==> src/rtl/fetch_unit.sv <==
// Instruction fetch stage: owns the program counter, assembles one
// INST_WIDTH instruction from NB little-endian byte reads of a byte-wide
// instruction memory, and hands it to decode with a one-cycle ready pulse.
// A PC redirect (pc_load) overrides the PC and aborts any fetch in flight.
module fetch_unit #(
  parameter int M_WIDTH    = 8,
  parameter int ADDR_WIDTH = 16,
  parameter int INST_WIDTH = 32,   // integer multiple of M_WIDTH
  parameter logic [ADDR_WIDTH-1:0] RESET_PC = '0
) (
  input  logic                  clk,
  input  logic                  rst_n,
  input  logic                  en,
  input  logic                  pc_load,
  input  logic [ADDR_WIDTH-1:0] pc_in,
  output logic [ADDR_WIDTH-1:0] mem_addr,
  output logic                  mem_rd,
  input  logic [M_WIDTH-1:0]    mem_data,
  input  logic                  mem_ready,
  output logic [INST_WIDTH-1:0] inst,
  output logic [ADDR_WIDTH-1:0] inst_pc,
  output logic                  ready,
  output logic                  busy
);

  // Bytes per instruction and the width of the byte counter.
  localparam int NB = INST_WIDTH / M_WIDTH;
  localparam int CW = (NB > 1) ? $clog2(NB) : 1;
  localparam logic [CW-1:0] LAST_BYTE = CW'(NB - 1);
  localparam logic [ADDR_WIDTH-1:0] INST_BYTES = ADDR_WIDTH'(NB);

  typedef enum logic [1:0] {
    IDLE = 2'd0,
    READ = 2'd1,
    DONE = 2'd2
  } state_t;

  state_t                  state_reg, state_next;
  logic [ADDR_WIDTH-1:0]   pc_reg, pc_next;
  logic [ADDR_WIDTH-1:0]   base_reg, base_next;
  logic [CW-1:0]           count_reg, count_next;
  logic [INST_WIDTH-1:0]   inst_reg, inst_next;
  logic [ADDR_WIDTH-1:0]   inst_pc_reg, inst_pc_next;
  logic [ADDR_WIDTH-1:0]   mem_addr_reg, mem_addr_next;
  logic                    mem_rd_reg, mem_rd_next;
  logic                    ready_reg, ready_next;

  // A byte is consumed only while actively reading; a redirect in the same
  // cycle wins and the returned byte is dropped.
  logic take_byte;
  assign take_byte = (state_reg == READ) && mem_rd_reg && mem_ready && !pc_load;

  // Full instruction as it would look if the incoming byte were the last:
  // the top lane comes straight from memory, lower lanes from the buffer.
  logic [INST_WIDTH-1:0] assembled;

  genvar gi;
  generate
    for (gi = 0; gi < NB; gi++) begin : g_lane
      if (gi == NB - 1) begin : g_top
        assign assembled[gi*M_WIDTH +: M_WIDTH] = mem_data;
      end else begin : g_buf
        logic [M_WIDTH-1:0] lane_reg;

        // Capture the byte belonging to this lane when it is returned.
        always_ff @(posedge clk) begin
          if (!rst_n) begin
            lane_reg <= '0;
          end else if (take_byte && (count_reg == CW'(gi))) begin
            lane_reg <= mem_data;
          end
        end

        assign assembled[gi*M_WIDTH +: M_WIDTH] = lane_reg;
      end
    end
  endgenerate

  // State and output registers; reset returns everything to zero/RESET_PC.
  always_ff @(posedge clk) begin
    if (!rst_n) begin
      state_reg    <= IDLE;
      pc_reg       <= RESET_PC;
      base_reg     <= '0;
      count_reg    <= '0;
      inst_reg     <= '0;
      inst_pc_reg  <= '0;
      mem_addr_reg <= '0;
      mem_rd_reg   <= 1'b0;
      ready_reg    <= 1'b0;
    end else begin
      state_reg    <= state_next;
      pc_reg       <= pc_next;
      base_reg     <= base_next;
      count_reg    <= count_next;
      inst_reg     <= inst_next;
      inst_pc_reg  <= inst_pc_next;
      mem_addr_reg <= mem_addr_next;
      mem_rd_reg   <= mem_rd_next;
      ready_reg    <= ready_next;
    end
  end

  // Next-state and next-output logic; everything holds unless changed,
  // except ready which is a single-cycle pulse.
  always_comb begin
    state_next    = state_reg;
    pc_next       = pc_reg;
    base_next     = base_reg;
    count_next    = count_reg;
    inst_next     = inst_reg;
    inst_pc_next  = inst_pc_reg;
    mem_addr_next = mem_addr_reg;
    mem_rd_next   = mem_rd_reg;
    ready_next    = 1'b0;

    case (state_reg)
      IDLE: begin
        if (pc_load) begin
          // Redirect takes priority; a simultaneous en is dropped.
          pc_next = pc_in;
        end else if (en) begin
          base_next     = pc_reg;
          count_next    = '0;
          mem_addr_next = pc_reg;
          mem_rd_next   = 1'b1;
          state_next    = READ;
        end
      end

      READ: begin
        if (pc_load) begin
          // Abort: the partially assembled instruction is never published.
          pc_next     = pc_in;
          mem_rd_next = 1'b0;
          state_next  = IDLE;
        end else if (take_byte) begin
          if (count_reg == LAST_BYTE) begin
            inst_next    = assembled;
            inst_pc_next = base_reg;
            pc_next      = base_reg + INST_BYTES;
            count_next   = '0;
            mem_rd_next  = 1'b0;
            ready_next   = 1'b1;
            state_next   = DONE;
          end else begin
            count_next    = count_reg + CW'(1);
            // Address wraps naturally at 2^ADDR_WIDTH.
            mem_addr_next = base_reg + ADDR_WIDTH'(count_reg) + ADDR_WIDTH'(1);
          end
        end
      end

      DONE: begin
        // Ready has had its one cycle; en here is ignored.
        if (pc_load) begin
          pc_next = pc_in;
        end
        mem_rd_next = 1'b0;
        state_next  = IDLE;
      end

      default: begin
        mem_rd_next = 1'b0;
        state_next  = IDLE;
      end
    endcase
  end

  assign mem_addr = mem_addr_reg;
  assign mem_rd   = mem_rd_reg;
  assign inst     = inst_reg;
  assign inst_pc  = inst_pc_reg;
  assign ready    = ready_reg;
  assign busy     = (state_reg != IDLE);

endmodule

==> config.mk <==
export PLATFORM = sky130hd
export DESIGN_NAME = fetch_unit
export DESIGN_NICKNAME = d
export VERILOG_FILES = /design/src/rtl/fetch_unit.sv
export SDC_FILE = /design/constraint.sdc
export NUM_CORES = 1
export LEC_CHECK = 0
export ABC_AREA = 1
export CELL_PAD_IN_SITES_DETAIL_PLACEMENT = 1
export CELL_PAD_IN_SITES_GLOBAL_PLACEMENT = 1
export CORE_ASPECT_RATIO = 1.2
export CORE_UTILIZATION = 32
export DETAILED_ROUTE_END_ITERATION = 6
export PLACE_DENSITY = 0.69
export SYNTH_ARGS = -nofsm -noshare
export SYNTH_HDL_FRONTEND = slang
export SYNTH_SLANG_ARGS = --single-unit
==> constraint.sdc <==
create_clock -name clk -period 2.7 [get_ports clk]
set_input_delay 0.54 -clock clk [delete_from_list [all_inputs] [get_ports clk]]
set_output_delay 0.54 -clock clk [all_outputs]
set_load 0.01 [all_outputs]
# Word level (Yosys, flattened, before mapping)
# Cells that the tools add are included.
# totals
ff_bits	126
latch_bits	0
ramBits	0
mem_bits_ro	0
in_bits	29
out_inout_bits	67
wordCells	83
mem_count	0
# classes
n_addsub	4
multipliers	0
div_mod_pow	0
n_lt_le_gt_ge	0
eq_ne	13
shift	0
mux	30
bitwise	4
reduce_logical	20
# op_table
cell	count
16-bit 2-to-1 mux	9
16-bit case mux with 2 select lines	2
2-bit 2-to-1 mux	10
16-bit by 1-bit adder with 16-bit output, second input constant	1
16-bit by 2-bit adder with 16-bit output	1
16-bit by 3-bit adder with 16-bit output, second input constant	1
4-bit AND reduction	3
2-bit inequality test, second input constant	5
2-bit case mux with 2 select lines	2
2-bit == test, second input constant	3
1-bit logical AND	6
1-bit 2-to-1 mux	6
6-bit AND reduction	1
2-bit nonzero test	3
5-bit AND reduction	1
2-bit by 1-bit == test with 1-bit output, second input constant	2
2-bit zero test	2
1-bit NOT	4
4-bit OR reduction	1
3-bit by 2-bit inequality test with 1-bit output, second input constant	1
3-bit inequality test, second input constant	1
3-bit AND reduction	1
2-bit by 1-bit adder with 2-bit output, second input constant	1
2-bit by 1-bit inequality test with 1-bit output, second input constant	1
3 further kinds	3

# Logic depth before layout (Yosys ltp)
# Gate-level depths: netlist of the first run.
# logic_depth
ltp_word	7
ltp_mapped	12
mapped_depth_nobuf	12

# Least setup slack after synthesis of the first run
# Ideal clock, no wire load.
# synth_timing
path_kind	flip-flop to flip-flop
startpoint	register count_reg[0]
endpoint	register mem_addr_reg[8] (netlist: mem_addr[8])
setup_ns	0.132
arrival_ns	1.734
required_ns	2.568
setup_slack_ns	0.834
stages_incl_launch_ff	12
path_buffers	0
synth_period_minus_slack_ns	1.866
path_cell_list	dfxtp_1 inv_1 ha_1 fa_1 inv_1 nand2_1 nor2_1 inv_1 o21ai_0 nand3_1 nand2_1 a21oi_1
# synth_via
elab_chain_cells	6
elab_cells_between_ends	9
classes_between	add/sub: 2; eq/ne: 2; mux: 4; reduce/logical: 1
# synth_rtl
item	line	text
start, declared	41	logic [CW-1:0] count_reg, count_next;
start signal, assigned	95	count_reg <= count_next;
16-bit by 2-bit adder with 16-bit output	149	mem_addr_next = base_reg + ADDR_WIDTH'(count_reg) + ADDR_WIDTH'(1);
16-bit by 1-bit adder with 16-bit output	149	
16-bit 2-to-1 mux	138	if (count_reg == LAST_BYTE) begin
16-bit 2-to-1 mux	137	end else if (take_byte) begin
16-bit 2-to-1 mux	132	if (pc_load) begin
16-bit case mux with 2 select lines	117	case (state_reg)
end signal, assigned	98	mem_addr_reg <= mem_addr_next;
end, declared	44	logic [ADDR_WIDTH-1:0] mem_addr_reg, mem_addr_next;
# Several ways; a longest one is shown, not always the timed one. The select of a mux whose other input is x is not followed.
# A chain may end at the register's enable or synchronous reset.

# Final worst setup path of the first run
# layout_timing
startpoint	register count_reg[0]
endpoint	register mem_addr_reg[14] (netlist: mem_addr[14])
# The elaborated chain is that of the path after synthesis.

==> results, run 1 <==
- The flow ran to the end, and the final reports show no timing, DRC or antenna violations.
- The switching power is 1200 uW.
- The maximum single-stage delay on the critical path is 0.40 ns.
- The placed instances occupy a cell area of 6590 um2.
- In this run the vertical extent of the chip is 145 um.
- After global routing the overflow that remains totals 0.
- The synthesized cell area is 5460 um2.
- The count of nets left with antenna violations once routing finished came out at 0.
- The initial antenna violation count came to 0.
- The worst min-delay path category is flop to flop.
- The area taken by multi-input logic gates is 2560 um2.
- STA puts the critical path data arrival time at 2.70 ns.
- The max-slew violation count is 0.
- Summed over all cells, the static leakage comes to 0.00256 uW.
- The number of hold violations in the final report was 0.
- CTS placed an instance of sky130_fd_sc_hd__clkbuf_16 at the clock tree root.
- The post-route clock skew is 0.00542 ns.
- The count of unresolved DRC violations after routing is 0.
- Hold is met by 0.461 ns.
- Measured in cells, the most critical reg-to-reg path has a length of 12.
- After detailed routing, the number of vias per cell comes to 5.14.
- Setup repair after global routing left no endpoint under its margin.
- The cts-stage hold buffer count is 0.
- The share of total power dissipated in combinational logic is 8.2%.
- The top cell type by total area after synthesis is sky130_fd_sc_hd__dfxtp_1.
- The die footprint is 17600 um2.
- Registers are responsible for 39.1% of the overall power.
- After synthesis, the cell types taking the most area are sky130_fd_sc_hd__dfxtp_1 (46%), sky130_fd_sc_hd__nand2_1 (11%), sky130_fd_sc_hd__a21oi_1 (11%).
- The global-route usage over all layers is 21.8%.
- For this run, the detailed router's first-pass iteration total came to 5.
- From synthesis to final layout, the design area changed by 33.0%.
- Of the cells placed in the final design, the portion with a size suffix greater than 1 is 7.62%.
- The total core area is 16500 um2.
- The setup-violating endpoint count in the final report is 0.
- The first-pass GRT wire length is 29700 um.
- The number of synthesized flops with an enable pin is 0.
- The synthesized area divided by synthesized cell count is 7.22 um2.
- At the later pin of the worst-skew pair, clock insertion delay measures 0.43 ns.
- The category of the most critical setup path is flop to flop.
- The register with the most flip-flops in the layout has 32 of them.
- The post-layout utilization of the core is 44.1%.
- Port buffering added 95 buffers.
- The initial core utilization is 33.2%.
- The total length of routed wires is 18100 um.
- For the final routed database, the setup TNS stands at 0 ns.
- In this run, the number of DRC markers left after iteration 0 of detailed routing was 226.
- The TritonCTS clock tree is yes.
- The number of fillers in the final layout is 2052.
- After layout, the minimum clock period comes to 2.33 ns.
- Among all stages on the critical path, the largest delay is contributed by sky130_fd_sc_hd__fa_1.
- Of the post-synthesis cell area, the dominant cell type holds 45.8%.
- Across the run, the number of max-cap violations was 0.
- The total of warnings raised by yosys is 0.
- The number of rows created at floorplan is 51.
- The number of buffers between clock root and the deepest sink is 2.
- The number of nets in the synthesized netlist is 793.
- In the finished design, the share of the clock period the worst path needs comes to 86.5%.
- The achievable clock frequency is 428 MHz.
- The most used flip-flop cell after synthesis is sky130_fd_sc_hd__dfxtp_1.
- Per report_power, the clock group accounts for 52.7% of the total.
- Together, buffers and inverters on the worst path number 2.
- The number of nets in the layout is 877.
- Summing over every cut layer, the via total after detailed routing is 5478.
- The number of global-route vias before repair was 5838.
- The nature of the critical path endpoint is a flop.
- The total clock sinks is 125.
- After synthesis, the share of flip-flops with an asynchronous set or reset is 0%.
- Dividing total power by cell area gives a power density of 692 nW/um2.
- In this run the tightest slew margin relative to its limit is 51.7%.
- Gates resized during post-CTS repair numbered 0.
- In this run the post-CTS setup repair buffer count came out at 0.
- The kind of cell with the highest combined delay along the critical path is simple AND/OR/NAND/NOR gates.
- Entering global routing, the biggest net connects 51 pins.
- The final cell area excluding filler cells is 7260 um2.
- The number of antenna repair diodes is 0.
- The required time of the critical path is 3.06 ns.
- Across the VDD grid, the largest voltage drop is 392 uV.
- The most frequently used cell type in the post-synthesis netlist is sky130_fd_sc_hd__nand2_1.
- The largest fanout on the critical path is 4.
- The post-placement worst setup slack is 0.297 ns.
- Counting the buffers created by CTS gives 17.
- At the pin with the least slew margin, the transition time is 0.724 ns.
- Yosys mapped the design onto 30 distinct sky130hd cell types.
- The share of synthesized area occupied by flip-flops and latches is 45.8%.
- In the synthesized netlist, the cells that appear most often are sky130_fd_sc_hd__nand2_1 (163), sky130_fd_sc_hd__dfxtp_1 (125), sky130_fd_sc_hd__a21oi_1 (122), sky130_fd_sc_hd__nand3_1 (105), sky130_fd_sc_hd__nor2_1 (72).
- Net switching is 23.9% of the power.
- Once detailed placement completed, the half-perimeter wirelength came to 12800 um.
- In this run the number of H-tree levels came out at 4.
- The die is 121 um wide.
- At the end of routability-driven placement, the weighted congestion stood at 0.837.
- STA classifies the critical path startpoint as a flop.
- The gate count after technology mapping is 756.
- Clock-pin slew was measured on the worst setup and hold paths at 0.06 ns.
- The number of storage elements in the synthesis netlist is 125.
- The detail-routed net length per standard cell is 17.0 um.
- The I/O pin count is 96.
- Registers take 2500 um2.
- The worst path setup slack after routing is 0.365 ns.
- The worst hold path stage count is 2.
- The depth of the critical timing path with buffers and inverters included is 12.
- The internal power of the cells totals 3830 uW.
- The signal on the critical path passes through inv_1 -> ha_1 -> fa_1 -> inv_1 -> nand2_1 -> nor2_1 -> nand3_1 -> nor2_1 -> nor2_1 -> nand2_1 -> nand2_1 -> a21oi_1.
power groups by stage:
stage | logic [uW] | registers (uW) | clock network [uW]
2_1_floorplan | 240 | 1990 | 0
3_3_place_gp | 400 | 2000 | 0
3_5_place_dp | 411 | 2000 | 0
4_1_cts | 416 | 1960 | 2680
5_1_grt | 459 | 1970 | 2780
6_report | 413 | 1960 | 2650
worst min-delay path, stage by stage, from the launching register on:
cell and delay, ns:
sky130_fd_sc_hd__dfxtp_1 0.31, sky130_fd_sc_hd__nand2_1 0.06, sky130_fd_sc_hd__a21oi_1 0.05
per-layer routing:
metal  wire [um]  vias up  global-route usage (%)
met4         311        0                    7.72
met2        9270      107                    38.6
met5           0        -                       0
met1        7870     2667                    25.4
li1            -     2679                       -
met3         695       25                    4.91
logic make-up after synthesis:
family	Yosys count	synth area share, %
simple gates	351	27.6
buf+inv	88	7.29
xor+xnor	2	0.321
compound gates	182	17.0
fa+ha+maj	8	1.97
flops	125	45.8
placed cells by master, fill, tap and decap left out, drive strengths merged:
cell type	count
a211oi	3
a21oi	122
a22oi	1
a31oi	1
buf	17
bufinv	6
clkbuf	19
clkdlybuf4s50	95
clkinv	4
clkinvlp	1
dfxtp	125
fa	1
ha	7
inv	43
nand2	165
nand3	105
nand4	1
nor2	77
nor3	2
o211a	1
o21ai	53
o21bai	1
or2	1
xnor2	1
xor2	1
cell type report:
type | instances | share of cell area [%]
well taps | 212 | 3.65
flip-flops and latches | 125 | 34.4
clock buffers | 19 | 6.10
clock inverters | 13 | 3.26
multi-input cells | 543 | 35.2
inverters | 41 | 2.12
repair buffers | 112 | 15.2
path summary, 6_finish.rpt:
| path | start | endpoint | slack, ns |
|---|---|---|---|
| worst max-delay path | count_reg[0] | mem_addr[14] | 0.37 |
| worst min register to register | inst[20] | inst[20] | 0.46 |
| worst max register to register | count_reg[0] | mem_addr[14] | 0.37 |
| worst min-delay path | inst[20] | inst[20] | 0.46 |
per-stage QoR:
stage / instances / total power [uW]
after floorplan: 756 / 2230
after global placement: 1033 / 2400
after detailed placement: 1033 / 2420
after CTS: 1065 / 5060
final: 1065 / 5030
after global routing: 1065 / 5210
No activity file was read; power rests on OpenSTA's default activity.
==> inputs of run 2 (changes only) <==
CORE_MARGIN = 1.5   (was default)
DONT_BUFFER_PORTS = 1   (was default)
PLACE_DENSITY = 0.59   (was 0.69)
==> results, run 2 (synthesis gave the netlist of run 1 again) <==
- The category of the most critical setup path is flop to flop.
- The largest fanout on the critical path came to 4 (unchanged).
- The initial core utilization is 32.5% (-0.64 points).
- The worst hold path begins at rst_n.
- The number of cells in the finished layout apart from fillers is 969 (-9.0%).
- The normalized max-slew margin came to 61.1% (+9.4 points).
- By instance count, the cell type seen most on the critical path is sky130_fd_sc_hd__inv_1.
- The flow ran to the end, and the final reports show no timing, DRC or antenna violations.
- The post-route clock skew is 0.00649 ns (+0.00107 ns).
- The count of unresolved DRC violations after routing is 0 (unchanged).
- The clock latency on the worst-skew pair was 0.42 ns (about the same).
- The met3 layer usage reported by global route is 5.98% (+1.1 points).
- The worst path setup slack after routing was 0.504 ns (+0.139 ns).
- The HPWL reported at the end of detailed placement is 12500 um (-2.8%).
- The number of hold violations in the final report is 0 (unchanged).
- The maximum vdd drop is 404 uV (+3.0%).
- Among all stages on the critical path, the largest delay is contributed by sky130_fd_sc_hd__fa_1.
- The cts-stage hold buffer count came to 0 (unchanged).
- The I/O pin count is 96 (unchanged).
- STA classifies the critical path startpoint as a flop.
- TritonCTS built the clock tree.
- The count of H-tree levels built during CTS was 4 (unchanged).
- The CTS clock-pin slew for the worst setup and hold paths came to 0.06 ns (about the same).
- The synthesis-to-layout area growth is 13.2%.
- The setup fix buffers added after clock tree synthesis is 0 (unchanged).
- The total grt overflow is 0 (unchanged).
- The detail-routed net length per standard cell came to 18.4 um (+7.8%).
- The cell area power density is 737 nW/um2 (+6.5%).
- The met2 track demand over resource is 33.5% (-5.1 points).
- The number of cells upsized or downsized after cts was 0 (unchanged).
- The number of buffers inserted during clock tree synthesis came to 17 (unchanged).
- The final RePlAce weighted congestion is 0.812 (-3.0%).
- The number of antenna repair diodes is 0 (unchanged).
- The cell-internal power is 3430 uW (-10%).
- The post-route setup TNS is 0 ns (unchanged).
- The number of buffers and inverters on the critical path is 3 (+1).
- The die footprint came to 17900 um2 (+1.5%).
- The signal on the critical path passes through inv_1 -> ha_1 -> fa_1 -> inv_1 -> nand2_1 -> nor2_1 -> inv_1 -> o21ai_0 -> nand3_1 -> nand2_1 -> a21oi_1.
- Setup repair after global routing left no endpoint under its margin.
- The number of DRC markers after the initial detailed-route iteration is 363 (+61%).
- The final antenna-violating net count is 0 (unchanged).
- The worst min-delay path category is input port to flop.
- The post-placement worst setup slack is 0.515 ns (+0.218 ns).
- The setup-violating endpoint count in the final report is 0 (unchanged).
- The total core area was 16800 um2 (+2.0%).
- The detailed-route via count was 5040 (-8.0%).
- The share of power burned in combinational logic is 6.7% (-1.5 points).
- The total clock sinks came to 125 (unchanged).
- The arrival time at the worst endpoint is 2.47 ns (-0.23 ns).
- The net switching share of the total power is 24.7% (+0.80 points).
- The number of I/O port buffers is 0 (-100%).
- The number of nets in the layout is 777 (-11%).
- The overall die width is 122 um (+0.82%).
- The fraction of layout instances using a drive strength above 1 is 7.70% (+0.082 points).
- The achievable clock frequency was 455 MHz (+6.3%).
- The max-capacitance violation count is 0 (unchanged).
- The number of buffers between clock root and the deepest sink was 2 (unchanged).
- The number of rows created at floorplan was 52 (+2.0%).
- The initial antenna violation count is 0 (unchanged).
- The cell total after placement is 937 (-9.3%).
- The total chip power is 4560 uW (-9.3%).
- The first-pass GRT wire length was 28400 um (-4.5%).
- The routing usage on met1 is 25.3% (-0.032 points).
- The number of global-route vias before repair came to 5137 (-12%).
- The total length of routed wires is 17800 um (-1.9%).
- The global-route usage over all layers came to 20.5% (-1.3 points).
- The transition time at the pin with the least slew margin is 0.582 ns (-0.142 ns).
- The timing startpoint of the critical path is count_reg[0].
- The max-slew violation count is 0 (unchanged).
- The most common cell after layout, fill and taps aside is sky130_fd_sc_hd__nand2_1.
- The library cells used most frequently in the layout, excluding fill and tap cells, are sky130_fd_sc_hd__nand2_1 (163), sky130_fd_sc_hd__dfxtp_1 (125), sky130_fd_sc_hd__a21oi_1 (122).
- The worst setup path is captured at a flop.
- The required time of the critical path is 2.98 ns (-0.08 ns).
- The startpoint identified for the worst register-to-register timing path is count_reg[0].
- The maximum single-stage delay on the critical path came to 0.46 ns (+0.06 ns).
- The leakage power summed over all cells was 0.00215 uW (-16%).
- CTS placed an instance of sky130_fd_sc_hd__clkbuf_16 at the clock tree root.
- The number of flip-flops under the largest register name came to 32 (unchanged).
- The ratio of final minimum period to clock period is 81.3% (-5.2 points).
- The clock network fraction of design power was 49.9% (-2.8 points).
- The most used routing layer is met2.
- The number of search-and-repair iterations in the first detailed-routing pass is 4 (-1).
- The sequential fraction of design power is 43.4% (+4.3 points).
- The switching power came to 1130 uW (-6.3%).
- The family with the most delay on the worst path is adder cells.
- The pin count of the biggest net entering global routing is 65 (+27%).
- The mean number of vias per cell came to 5.20 (+1.1%).
- The final critical-path required period was 2.20 ns (-0.139 ns).
- The floorplan die height is 146 um (+0.69%).
run 2: path summary, 6_finish.rpt:
path / to / depth (start not counted) / slack [ns]
worst max-delay path: mem_addr[8] / 11 / 0.50
worst max register to register: mem_addr[8] / 11 / 0.50
worst min register to register: g_lane[0].g_buf.lane_reg[2] / 2 / 0.46
worst min-delay path: pc_reg[4] / 2 / 0.27
run 2: stage by stage:
stage	hold slack (ns)	utilization (%)	cell area [um2]
floorplan	0.442	-	5460
global placement	0.451	33.3	5590
detailed placement	0.457	33.3	5590
CTS	0.248	36.8	6180
global route	0.258	36.8	6180
finish	0.272	36.8	6180
run 2: power by group through the flow:
stage / registers [uW] / clock network, uW / logic [uW]
final: 1980 / 2270 / 306
after global routing: 1980 / 2430 / 351
after CTS: 1980 / 2320 / 311
after detailed placement: 2020 / 0 / 308
after global placement: 2010 / 0 / 300
after floorplan: 1990 / 0 / 240
run 2: per-layer routing:
layer | vias up | part of all wire, %
met3 | 23 | 5.6
met4 | 0 | 2.2
met1 | 2438 | 43
met2 | 99 | 49
met5 | - | 0
li1 | 2480 | -
run 2: area by class of cell:
class	count	area, um2
multi-input combinational	543	2560
tap	216	270
sequential	125	2500
timing repair buffer	12	103
clock buffer	23	478
clock inverter	9	110
fill	2096	10600
inverter	41	154
==> inputs of run 3 (changes only) <==
PLACE_DENSITY = 0.61   (was 0.59)
clock period = 2 ns   (was 2.7 ns; I/O delays follow)
==> results, run 3 (synthesis gave the netlist of run 1 again) <==
- TritonCTS built the clock tree.
- For this design, the slowest cell found on the critical path is sky130_fd_sc_hd__fa_2.
- The final antenna-violating net count was 0 (unchanged).
- The pin count of the biggest net entering global routing is 89 (+37%).
- The nature of the critical path endpoint is a flop.
- The largest fanout on the critical path is 4 (unchanged).
- The count of unresolved DRC violations after routing is 0 (unchanged).
- The number of antenna repair diodes is 0 (unchanged).
- The HPWL reported at the end of detailed placement is 12300 um (-1.7%).
- The origin of the critical flop-to-flop path is base_reg[0].
- The number of buffers inserted during clock tree synthesis is 17 (unchanged).
- The initial core utilization was 32.5% (unchanged).
- STA classifies the critical path startpoint as a flop.
- The number of buffers between clock root and the deepest sink is 2 (unchanged).
- The final critical-path required period is 1.87 ns (-0.325 ns).
- The number of hold violations in the final report came to 0 (unchanged).
- The most common cell after layout, fill and taps aside is sky130_fd_sc_hd__nand2_1.
- By startpoint and endpoint, the worst setup path is classified as flop to flop.
- The total clock sinks is 125 (unchanged).
- The maximum vdd drop was 529 uV (+31%).
- The total length of routed wires is 17400 um (-2.0%).
- The fraction of layout instances using a drive strength above 1 is 10.7% (+3.0 points).
- The critical path goes through inv_1 -> ha_2 -> fa_2 -> inv_2 -> nand2_2 -> nor2_4 -> nand3_1 -> nor2_1 -> nor2_1 -> nand2_1 -> nand2_1 -> a21oi_1.
- The achievable clock frequency is 535 MHz (+17%).
- The setup-violating endpoint count in the final report is 0 (unchanged).
- The flow ran to the end, and the final reports show no timing, DRC or antenna violations.
- The floorplan die height is 146 um (unchanged).
- The normalized max-slew margin is 66.2% (+5.1 points).
- The arrival time at the worst endpoint is 2.21 ns (-0.26 ns).
- The cell area power density is 972 nW/um2 (+32%).
- The max-slew violation count was 0 (unchanged).
- The die footprint is 17900 um2 (unchanged).
- The maximum single-stage delay on the critical path is 0.43 ns (-0.03 ns).
- The transition time at the pin with the least slew margin was 0.507 ns (-0.0749 ns).
- The number of I/O port buffers is 0 (unchanged).
- The cell total after placement came to 951 (+1.5%).
- The global-route usage over all layers is 20.4% (-0.10 points).
- The number of search-and-repair iterations in the first detailed-routing pass is 4 (unchanged).
- The number of buffers and inverters on the critical path came to 2 (-1).
- The ratio of final minimum period to clock period is 93.5% (+12 points).
- The total grt overflow was 0 (unchanged).
- The source of the worst hold timing path is rst_n.
- The mean number of vias per cell is 5.13 (-1.4%).
- The detail-routed net length per standard cell is 17.7 um (-3.5%).
- The required time of the critical path is 2.34 ns (-0.64 ns).
- The leakage power summed over all cells is 0.00223 uW (+3.8%).
- The CTS clock-pin slew for the worst setup and hold paths came to 0.06 ns (about the same).
- The root buffer cell chosen for the clock tree is sky130_fd_sc_hd__clkbuf_16.
- The I/O pin count is 96 (unchanged).
- The cts-stage hold buffer count came to 0 (unchanged).
- The first-pass GRT wire length came to 28500 um (+0.22%).
- The number of nets in the layout is 792 (+1.9%).
- The top cell types in the final layout, fill and taps aside, are sky130_fd_sc_hd__nand2_1 (162), sky130_fd_sc_hd__dfxtp_1 (124), sky130_fd_sc_hd__a21oi_1 (122).
- The family with the most delay on the worst path is adder cells.
- The overall die width came to 122 um (unchanged).
- Relative to the synthesized area, the layout overhead comes to 15.7%.
- The min-delay analysis places its worst path in the category input port to flop.
- The most critical setup path has its startpoint at base_reg[0].
- The max-capacitance violation count is 0 (unchanged).
- The number of rows created at floorplan was 52 (unchanged).
- The total core area was 16800 um2 (unchanged).
- The count of H-tree levels built during CTS is 4 (unchanged).
- The post-route setup TNS came to 0 ns (unchanged).
- The initial antenna violation count is 0 (unchanged).
- The detailed-route via count came to 5044 (+0.079%).
- The number of flip-flops under the largest register name is 32 (unchanged).
- The final RePlAce weighted congestion came to 0.812 (about the same).
- The number of cells in the finished layout apart from fillers came to 984 (+1.5%).
- The clock latency on the worst-skew pair is 0.41 ns (about the same).
- The slack of the worst reg-to-reg path is 0.13 ns (-0.38 ns).
- The number of global-route vias before repair was 5251 (+2.2%).
- The number of DRC markers after the initial detailed-route iteration is 216 (-40%).
- The post-route clock skew came to 0.0115 ns (+0.00505 ns).
-- run 3: metrics by stage --
stage	hold slack [ns]	worst slack (ns)	instance area (um2)	util, %	power [uW]
floorplan	0.442	0.134	5460	-	3010
global placement	0.453	0.00608	5710	34.0	3150
detailed placement	0.456	-0.0864	5710	34.0	3160
CTS	0.112	0.0423	6300	37.5	6220
global route	0.124	-0.0153	6320	37.6	6400
finish	0.133	0.129	6320	37.6	6140
-- run 3: final cells by class --
| cell class | count | area [um2] |
|---|---|---|
| Clock buffer | 18 | 439 |
| Tap cell | 216 | 270 |
| Clock inverter | 14 | 143 |
| Sequential cell | 125 | 2500 |
| Timing Repair Buffer | 27 | 228 |
| Inverter | 41 | 154 |
| Multi-Input combinational cell | 543 | 2580 |
| Fill cell | 2082 | 10500 |
-- run 3: final timing paths --
check / to / cells past startpoint
worst max-delay path: mem_addr[14] / 12
worst min-delay path: base_reg[0] / 2
worst max register to register: mem_addr[14] / 12
worst min register to register: g_lane[1].g_buf.lane_reg[7] / 2
-- run 3: power breakdown --
part | internal [uW] | switching (uW) | total (uW)
Sequential | 2570 | 87.3 | 2660
Combinational | 149 | 304 | 453
Clock | 1860 | 1160 | 3030
-- run 3: worst reg2reg max path: cells and delay by family (launching register included) --
kind	cells	cell delay [ns]
AO/OA/AOI/OAI	1	0.11
buffers and inverters	2	0.15
adder cells (fa/ha/maj)	2	0.64
flip-flops	1	0.33
AND/OR/NAND/NOR	7	0.58
-- run 3: timing repair --
action | 4_1_cts | 5_1_grt
setup buffers | 0 | 1
endpoints found under the setup margin | 3 | 4
resized for setup | 2 | 7
pin swaps | 0 | 3
-- run 3: metal layers --
layer	GRT usage [%]	vias to the layer above	share of wire (%)
li1	-	2516	-
met1	24.6	2427	43
met2	34.8	85	50
met3	5.43	16	4.7
met4	6.80	0	1.5
met5	0	-	0
